[src/rtl/addsub_mx_pkg.sv]
// Shared types and helpers for the partitionable pipelined adder/subtractor.
package addsub_mx_pkg;

    // Per-beat operation controls, captured together with the operands.
    typedef struct packed {
        logic addsub;   // 0 = a+b+ci, 1 = a-b-ci
        logic tc;       // 1 = two's-complement operands
        logic sat;      // saturate on overflow
        logic avg;      // halved (L+1)-bit result, overrides sat
        logic split;    // 1 = independent lanes, 0 = one full-width operation
    } op_t;

    // Deepest pipeline the block is meant to be built with.
    localparam int MAX_STAGES = 4;

    // Width of one lane when the datapath is partitioned.
    function automatic int lane_width(input int width, input int parts);
        return width / parts;
    endfunction

endpackage

[src/rtl/addsub_mx_lane.sv]
// One L-bit combinational add/sub lane. In full-width mode lanes are chained
// through chain_in/chain_out (a raw adder carry, i.e. inverted borrow when
// subtracting); saturation and averaging are applied only by the MSB lane.
module addsub_mx_lane
    import addsub_mx_pkg::*;
#(
    parameter int L = 8
) (
    input  logic [L-1:0] a,
    input  logic [L-1:0] b,
    input  logic         ci,
    input  op_t          op,
    input  logic         chain_in,
    input  logic         is_msb_lane,
    output logic [L-1:0] res,
    output logic         co,
    output logic         ovf,
    output logic         chain_out
);

    logic [L-1:0] bx_s;
    logic         cx_s;
    logic [L:0]   raw_s;
    logic [L:0]   r_s;
    logic         ext_a_s;
    logic         ext_b_s;
    logic [L-1:0] satv_s;

    // Lane arithmetic: subtraction is a + ~b + ~borrow, the extended top bit
    // of r is rebuilt from the operand extension bits and the adder carry.
    always_comb begin
        bx_s      = op.addsub ? ~b : b;
        cx_s      = op.split ? (ci ^ op.addsub) : chain_in;
        raw_s     = {1'b0, a} + {1'b0, bx_s} + {{L{1'b0}}, cx_s};
        chain_out = raw_s[L];
        ext_a_s   = op.tc & a[L-1];
        ext_b_s   = op.tc ? bx_s[L-1] : op.addsub;
        r_s       = {ext_a_s ^ ext_b_s ^ raw_s[L], raw_s[L-1:0]};
        co        = raw_s[L] ^ op.addsub;
        if (op.tc) begin
            ovf = r_s[L] ^ r_s[L-1];
        end else begin
            ovf = co;
        end
        if (!op.tc) begin
            satv_s = op.addsub ? {L{1'b0}} : {L{1'b1}};
        end else if (r_s[L]) begin
            satv_s = {1'b1, {(L-1){1'b0}}};
        end else begin
            satv_s = {1'b0, {(L-1){1'b1}}};
        end
        if (!is_msb_lane) begin
            res = r_s[L-1:0];
        end else if (op.avg) begin
            res = r_s[L:1];
        end else if (op.sat && ovf) begin
            res = satv_s;
        end else begin
            res = r_s[L-1:0];
        end
    end

endmodule

[src/rtl/addsub_mx_pipe.sv]
// Pipelined partitionable adder/subtractor with a valid/ready stream on each
// side. Arithmetic is resolved before the first register; the remaining
// stages only retime payload and valid. The whole pipe stalls as one.
module addsub_mx_pipe
    import addsub_mx_pkg::*;
#(
    parameter int WIDTH  = 32,
    parameter int PARTS  = 4,
    parameter int STAGES = 2
) (
    input  logic             clk,
    input  logic             rst,
    input  logic             in_valid,
    output logic             in_ready,
    input  logic [WIDTH-1:0] a,
    input  logic [WIDTH-1:0] b,
    input  logic [PARTS-1:0] ci,
    input  logic             addsub,
    input  logic             tc,
    input  logic             sat,
    input  logic             avg,
    input  logic             split,
    output logic             out_valid,
    input  logic             out_ready,
    output logic [WIDTH-1:0] sum,
    output logic [PARTS-1:0] co,
    output logic [PARTS-1:0] ovf
);

    localparam int L = lane_width(WIDTH, PARTS);

    op_t              op_s;
    logic [WIDTH-1:0] lane_res_s;
    logic [PARTS-1:0] lane_co_s;
    logic [PARTS-1:0] lane_ovf_s;
    logic [PARTS-1:0] lane_chain_s;
    logic [PARTS-1:0] chain_in_s;
    logic [WIDTH-1:0] res_s;
    logic [PARTS-1:0] co_s;
    logic [PARTS-1:0] ovf_s;
    logic             fill_s;
    logic             sat_act_s;
    logic             top_r0_s;
    logic             advance_s;

    logic [WIDTH-1:0] sum_pipe_r [STAGES];
    logic [PARTS-1:0] co_pipe_r  [STAGES];
    logic [PARTS-1:0] ovf_pipe_r [STAGES];
    logic [STAGES-1:0] valid_pipe_r;

    // Bundle the per-beat controls for the lanes.
    always_comb begin
        op_s.addsub = addsub;
        op_s.tc     = tc;
        op_s.sat    = sat;
        op_s.avg    = avg;
        op_s.split  = split;
    end

    for (genvar k = 0; k < PARTS; k++) begin : g_lane
        localparam logic IS_TOP = (k == PARTS - 1);
        if (k == 0) begin : g_first
            assign chain_in_s[k] = ci[0] ^ addsub;
        end else begin : g_rest
            assign chain_in_s[k] = lane_chain_s[k-1];
        end
        addsub_mx_lane #(.L(L)) u_lane (
            .a           (a[k*L +: L]),
            .b           (b[k*L +: L]),
            .ci          (ci[k]),
            .op          (op_s),
            .chain_in    (chain_in_s[k]),
            .is_msb_lane (split | IS_TOP),
            .res         (lane_res_s[k*L +: L]),
            .co          (lane_co_s[k]),
            .ovf         (lane_ovf_s[k]),
            .chain_out   (lane_chain_s[k])
        );
    end

    // Full-width fixup of the lower lanes: shift in for averaging, flood with
    // the saturation fill (taken from the MSB lane's saturated value).
    always_comb begin
        res_s     = lane_res_s;
        co_s      = lane_co_s;
        ovf_s     = lane_ovf_s;
        fill_s    = lane_res_s[WIDTH-1] ^ tc;
        sat_act_s = sat & ~avg & lane_ovf_s[PARTS-1];
        top_r0_s  = a[WIDTH-L] ^ b[WIDTH-L] ^ addsub ^ chain_in_s[PARTS-1];
        if (!split) begin
            for (int i = 0; i < WIDTH - L; i++) begin
                if (avg) begin
                    if (i == WIDTH - L - 1) begin
                        res_s[i] = top_r0_s;
                    end else begin
                        res_s[i] = lane_res_s[i+1];
                    end
                end else if (sat_act_s) begin
                    res_s[i] = fill_s;
                end else begin
                    res_s[i] = lane_res_s[i];
                end
            end
            co_s             = {PARTS{1'b0}};
            ovf_s            = {PARTS{1'b0}};
            co_s[PARTS-1]    = lane_chain_s[PARTS-1] ^ addsub;
            ovf_s[PARTS-1]   = lane_ovf_s[PARTS-1];
        end else begin
            co_s  = lane_co_s;
            ovf_s = lane_ovf_s;
        end
    end

    // The pipe moves only when the output register is free or being drained.
    assign advance_s = ~(out_valid & ~out_ready);
    assign in_ready  = advance_s;

    // Payload/valid pipeline; bubbles travel like beats so none collapse.
    always_ff @(posedge clk or posedge rst) begin
        if (rst) begin
            valid_pipe_r <= {STAGES{1'b0}};
            for (int s = 0; s < STAGES; s++) begin
                sum_pipe_r[s] <= {WIDTH{1'b0}};
                co_pipe_r[s]  <= {PARTS{1'b0}};
                ovf_pipe_r[s] <= {PARTS{1'b0}};
            end
        end else if (advance_s) begin
            valid_pipe_r[0] <= in_valid;
            sum_pipe_r[0]   <= res_s;
            co_pipe_r[0]    <= co_s;
            ovf_pipe_r[0]   <= ovf_s;
            for (int s = 1; s < STAGES; s++) begin
                valid_pipe_r[s] <= valid_pipe_r[s-1];
                sum_pipe_r[s]   <= sum_pipe_r[s-1];
                co_pipe_r[s]    <= co_pipe_r[s-1];
                ovf_pipe_r[s]   <= ovf_pipe_r[s-1];
            end
        end
    end

    assign out_valid = valid_pipe_r[STAGES-1];
    assign sum       = sum_pipe_r[STAGES-1];
    assign co        = co_pipe_r[STAGES-1];
    assign ovf       = ovf_pipe_r[STAGES-1];

endmodule

[config.mk]
export PLATFORM = sky130hd
export DESIGN_NAME = addsub_mx_pipe
export DESIGN_NICKNAME = d
export VERILOG_FILES = /design/src/rtl/addsub_mx_pkg.sv /design/src/rtl/addsub_mx_lane.sv /design/src/rtl/addsub_mx_pipe.sv
export SDC_FILE = /design/constraint.sdc
export NUM_CORES = 1
export LEC_CHECK = 0
export CAP_MARGIN = 10
export CORE_ASPECT_RATIO = 1.4
export CORE_UTILIZATION = 50
export CTS_CLUSTER_SIZE = 14
export DETAILED_ROUTE_END_ITERATION = 7
export GPL_TIMING_DRIVEN = 1
export PLACE_DENSITY_LB_ADDON = 0.05
export SYNTH_ARGS = -nofsm -noshare
export SYNTH_HDL_FRONTEND = slang
export SYNTH_HIERARCHICAL = 1
export SYNTH_SLANG_ARGS = --single-unit
[constraint.sdc]
create_clock -name clk -period 5.4 [get_ports clk]
set_input_delay 1.08 -clock clk [delete_from_list [all_inputs] [get_ports clk]]
set_output_delay 1.08 -clock clk [all_outputs]
set_load 0.02 [all_outputs]
* Word level (Yosys, flattened, before mapping) *
Cells that the tools add are included.

cells by class
  reduce and logical (&&, ||, !) cells = 4
  add/sub/neg operators = 8
  muxes and demuxes = 86
  bitwise gates (word level) = 38

operators with widths
  kind                 number
  $mux W8              24
  $mux W1              59
  $add A8 B8 Y9        4
  $add A9 B1 Y9        4
  $not A8 Y8           4
  $mux W24             1
  $xor A1 B1 Y1        24
  $and A1 B1 Y1        7
  $mux W3              2
  $logic_and A1 B1 Y1  4
  $not A1 Y1           3

storage, ports and cells
  input port bits = 77
  flip-flop bits (word level) = 82
  word-level logic and storage cells = 143

* Logic depth before layout (Yosys ltp) *
  depth in word-level cells = 20
  gate-level depth with buffers = 40
  depth with buffers taken out = 37

* Hierarchy *
Netlist, hierarchy kept.

by module, submodules not included
  module                                  cells an instance  times used  sequential area each (um^2)  area each (um^2)
  addsub_mx_pipe                          437                1           2052.0                       3831.2
  addsub_mx_lane at g_lane[0].u_lane ...  121                2           0.0                          947.2
  addsub_mx_lane at g_lane[3].u_lane      104                1           0.0                          860.8
  addsub_mx_lane at g_lane[2].u_lane      104                1           0.0                          815.8

* Worst setup path before layout *
OpenSTA, ideal clock, no wires.

  kind = input to register
  start = in addsub
  end = reg sum_pipe_r[48] (netlist name)
  data arrival time = 10279 ps
  library setup time = 135 ps
  required time = 5265 ps
  slack = -5014 ps
  stages = 40
  path buffers = 4
  cells stage by stage = clkbuf_1 -> buf_1 -> xnor2_1 -> a21oi_1 -> fa_1 -> fa_1 -> a211oi_2 -> o211ai_1 -> and2_1 -> nor2_1 -> a21oi_1 -> fa_1 -> fa_1 -> a211oi_2 -> o211ai_1 -> and2_1 -> nor2_1 -> a21oi_1 -> [... 4 more ...] -> o31ai_4 -> nor2_1 -> a21oi_1 -> fa_1 -> fa_1 -> a21o_1 -> a21oi_2 -> o31ai_4 -> xor2_4 -> a211o_1 -> a31oi_1 -> mux2_2 -> xnor2_1 -> or4b_1 -> buf_2 -> buf_6 -> o221ai_1 -> o31ai_1

between the ends
  elaborated cells on any way between the ends = 48
  those cells by class = add/sub (8); mux (24); bitwise (14); reduce/logical (2)

RTL lines
  element                          RTL line               RTL
  from (decl)                      addsub_mx_pipe.sv:18   input logic addsub,
  $mux W8                          addsub_mx_lane.sv:32   bx_s = op.addsub ? ~b : b;
  $add A8 B8 Y9                    addsub_mx_lane.sv:34   raw_s = {1'b0, a} + {1'b0, bx_s} + {{L{1'b0}}, cx_s};
  $add A9 B1 Y9 (*)                addsub_mx_lane.sv:34
  via chain_in_s[1]                addsub_mx_pipe.sv:37   logic [PARTS-1:0] chain_in_s;
  $mux W1 (*)                      addsub_mx_lane.sv:33   cx_s = op.split ? (ci ^ op.addsub) : chain_in;
  $add A9 B1 Y9 (*)                addsub_mx_lane.sv:34
  via chain_in_s[2]                addsub_mx_pipe.sv:37
  $mux W1 (*)                      addsub_mx_lane.sv:33
  [... 1 more ...]                 n/a
  via chain_in_s[3]                addsub_mx_pipe.sv:37
  [... 2 more ...]                 n/a
  via lane_chain_s[3]              addsub_mx_pipe.sv:36   logic [PARTS-1:0] lane_chain_s;
  [... 1 more ...]                 n/a
  via lane_co_s[3]                 addsub_mx_pipe.sv:34   logic [PARTS-1:0] lane_co_s;
  [... 1 more ...]                 n/a
  $logic_and A1 B1 Y1 (*)          addsub_mx_lane.sv:56   end else if (op.sat && ovf) begin
  $mux W8 (*)                      addsub_mx_lane.sv:56
  $mux W8 (*)                      addsub_mx_lane.sv:54   end else if (op.avg) begin
  via lane_res_s[31]               addsub_mx_pipe.sv:33   logic [WIDTH-1:0] lane_res_s;
  $xor A1 B1 Y1 (*)                addsub_mx_pipe.sv:87   fill_s = lane_res_s[WIDTH-1] ^ tc;
  $mux W1 (*)                      addsub_mx_pipe.sv:98   end else if (sat_act_s) begin
  $mux W1 (*)                      addsub_mx_pipe.sv:92   if (avg) begin
  $mux W24 (*)                     addsub_mx_pipe.sv:90   if (!split) begin
  to (signal, indexed assignment)  addsub_mx_pipe.sv:123  sum_pipe_r[s] <= {WIDTH{1'b0}};
  to (signal, indexed assignment)  addsub_mx_pipe.sv:134  sum_pipe_r[s] <= sum_pipe_r[s-1];
  to (decl)                        addsub_mx_pipe.sv:46   logic [WIDTH-1:0] sum_pipe_r [STAGES];

Mark *: on every way through the listed nets, which the timed path passes. The rest lies on a longest branch.
A chain may end at the register's enable or synchronous reset.

* Worst setup path in the final report *
  start = in ci[0]
  end = reg sum_pipe_r[33] (netlist name)

between the ends
  elaborated cells on any way between the ends = 32
  those cells by class = add/sub (4); mux (17); bitwise (9); reduce/logical (2)

RTL lines
  element              RTL line              RTL
  from (decl)          addsub_mx_pipe.sv:17  input logic [PARTS-1:0] ci,
  $xor A1 B1 Y1        addsub_mx_pipe.sv:63  assign chain_in_s[k] = ci[0] ^ addsub;
  via chain_in_s[0]    addsub_mx_pipe.sv:37
  $add A9 B1 Y9        addsub_mx_lane.sv:34
  via chain_in_s[1]    addsub_mx_pipe.sv:37
  $mux W1              addsub_mx_lane.sv:33
  $add A9 B1 Y9        addsub_mx_lane.sv:34
  via chain_in_s[2]    addsub_mx_pipe.sv:37
  $mux W1              addsub_mx_lane.sv:33
  [... 1 more ...]     n/a
  via chain_in_s[3]    addsub_mx_pipe.sv:37
  [... 2 more ...]     n/a
  via lane_chain_s[3]  addsub_mx_pipe.sv:36
  [... 1 more ...]     n/a
  via lane_co_s[3]     addsub_mx_pipe.sv:34
  [... 1 more ...]     n/a
  $logic_and A1 B1 Y1  addsub_mx_lane.sv:56
  $mux W8              addsub_mx_lane.sv:56
  $mux W8              addsub_mx_lane.sv:54
  via lane_res_s[31]   addsub_mx_pipe.sv:33
  $xor A1 B1 Y1        addsub_mx_pipe.sv:87
  $mux W1              addsub_mx_pipe.sv:98
  $mux W1              addsub_mx_pipe.sv:92
  $mux W24             addsub_mx_pipe.sv:90

The timed path passes the listed nets, and every way through them passes these cells.

==> results.md <==
* CP startpoint: ci[0]
* Num CTS Buffers at 9
* H-tree lvl count at 3
* Buf/Inv on CP at 3
* Post-synth EDFFs at 0
* Violated checks: negative setup slack
* Slew margin rel. at 0.351
* Synth Area per Inst at between 8 and 9 um2
* Worst path max stage delay at ~0.5 ns
* Initial Utilization at 0.512
* Setup crit start kind: primary input
* PortBufs at ~120
* Most common cell after layout, fill and taps aside: nand2_1
* Via/cell ratio at roughly 5.5
* Final Hold Viols at 0
* Yosys top cell by area: dfrtp_1
* Setup ws final at -3.72 ns
* Clock tree from TritonCTS: built
* Synthesized area at roughly 7400 um2
* Most frequent cells in the layout: nand2_1, buf_4, clkdlybuf4s50_1, dfrtp_1, xor2_1
* Syn. warnings at 6
* Row count at 52
* Worst Hold Launch: sum[11]
* Top cells by area, synth: dfrtp_1, nand2_1, xor2_1, ha_1, buf_4
* Clk_skew at between 0.007 and 0.008 ns
* DRC marker count from the first detailed-route iteration at 286
* Global route overflow at 0
* Dpl ws at -4.58 ns
* Min Clock Period, post-route at around 9 ns
* Clk slew on worst S/H paths at about 0.060 ns
* Slowest CP cell: or4b_4
* Most used DFF post-synth: dfrtp_1
* CP max FO at 6
* Post-CTS Hold Buffers at 0
* Final setup viols at 36
* Synth top area share at 0.277
* DRC errors left at 0
* Min-Delay Path Class: register to register
* Vias in the first global route at 6617
* RSZ-0062 raised after global routing: yes
* WHS at ~0.47 ns
* Top Family by Delay on Critical Path: adder cells
* Layout Nets at 1186
* Filler-free cell count of the finished design at roughly 1300
* Clock Latency Late Sink at ~0.33 ns
* Max Cap Viol at 0
* RePlAce Congestion at roughly 0.84
* DR WL/cell at around 14 um
* Area Growth Syn to Fin at 35.0%
* First-pass GRT wire length at a little over 30000 um
* Distinct cell type count after synthesis at 71
* Clk buf depth at 2
* Peak supply drop at 255 uV
* Status: finished with violations
* Initial antenna violation count at 0
* Register area share after synthesis at 0.277
* Final ANT Viol Nets at 0
* Synth Net Count at 1000
* Number of synthesized register bits at a little over 80
* Tcrit/Tclk final at 1.69
* Critical path class: primary input to register
* Final wirelength at ~18000 um
* Vias at approximately 6900
* WP data required at between 5 and 6 ns
* DRT Pass-1 Iters at 5
* Most Frequent Cell on Critical Path: fa_2
* Clock root buffer: clkbuf_16
* Die height at 146 um
* Fraction of layout instances using a drive strength above 1 at 0.236
* Power per cell area at approximately 340 nW/um2
* Mapped Cells at 887
* DP Cell Count at roughly 1200
* Largest net degree at the start of global routing at ~110
* ANT cells at 0
* Maximum clock rate at roughly 110 MHz
* Slew @ Worst Pin at 0.973 ns
* Die ar. at approximately 15000 um2
* All-Layer GR Usage at 0.240
* Worst flop-to-flop path startpoint: valid_pipe_r[1]
* Max-slew violations at 0
* Die X at 105 um
* Setup tns final at -118.60 ns
* Post-synth ARST share at 1.00
* Crit path DAT at approximately 9.3 ns
* IO Pins at 119
* CORE AREA at between 10000 and 15000 um2
* DP HPWL at around 14000 um
* Clock Sinks at ~80
* CP Capture Type: register
* P_leak at about 0.0045 uW
-- logic make-up after synthesis --
kind of cell,count (synthesis),synth area share
XOR/XNOR,88,0.113
adder cells (fa/ha/maj),36,0.0690
flip-flops,82,0.277
AND/OR/NAND/NOR,349,0.213
multiplexers,14,0.0205
AO/OA/AOI/OAI,210,0.223
buffers and inverters,107,0.0835
other,1,0.000507
-- what timing repair did --
| item | in CTS | in global routing |
|---|---|---|
| setup buffers | 9 | 14 |
| setup endpoints to repair | 37 | 36 |
| resized for setup | 35 | 15 |
| pin swaps | 13 | 11 |
| cloned | 2 | 1 |
-- per-layer routing --
layer  share of wire  vias to the layer above  global-route usage
met4           0.022                        0              0.0732
met2            0.50                      194               0.414
met3           0.036                       25              0.0219
met5               0                        -                   0
li1                -                     3448                   -
met1            0.45                     3280               0.317
-- sequential cells by signal, indices dropped and copies added, names as in the netlist --
signal,flops
co_pipe_r,4
valid_pipe_r,2
ovf_pipe_r,4
ovf,4
sum,32
sum_pipe_r,32
co,4
-- per-stage QoR --
step / area [um2] / utilization / power, uW
6_report: 9990 / 0.692 / 3380
5_1_grt: 9990 / 0.692 / 3610
4_1_cts: 9790 / 0.678 / 3330
3_5_place_dp: 9270 / 0.641 / 2690
3_3_place_gp: 9270 / 0.641 / 2620
2_1_floorplan: 7520 / - / 2150
-- report_power, final --
part,internal (uW),switching (uW)
logic,911,955
clock network,362,222
registers,822,112
total,2090,1290
-- path summary, 6_finish.rpt --
check	end	slack (ns)	cells after the start
min in group asynchronous	valid_pipe_r[0]	1.11	2
setup / recovery	sum_pipe_r[33]	-3.72	40
hold reg to reg	sum[11]	0.47	2
max in group asynchronous	sum_pipe_r[40]	3.31	3
hold / removal	sum[11]	0.47	2
setup reg to reg	sum_pipe_r[34]	3.71	4
-- synth_stat cells (21+ instances only) --
cell and n:
o31ai_1 25, inv_1 22, clkbuf_1 21, o221ai_1 22
nand2_1 216, xor2_1 55, dfrtp_1 82, o22ai_1 23
nor2_1 56, xnor2_1 27, buf_4 43, a21oi_1 34
ha_1 28
-- worst register-to-register path, delay by kind of cell, from the launching register on --
kind | cells | cell delay [ns]
AO/OA/AOI/OAI | 1 | 0.12
buffers and inverters | 1 | 0.74
flip-flops | 1 | 0.34
AND/OR/NAND/NOR | 2 | 0.39
-- cell type report --
type,count,area (um2)
Clock inverter,3,42.5
Clock buffer,10,239
Inverter,23,87.6
Timing Repair Buffer,259,2370
Fill cell,1198,4450
Multi-Input combinational cell,698,4970
Tap cell,189,236
Sequential cell,82,2050
(Power assumes the default switching activity.)
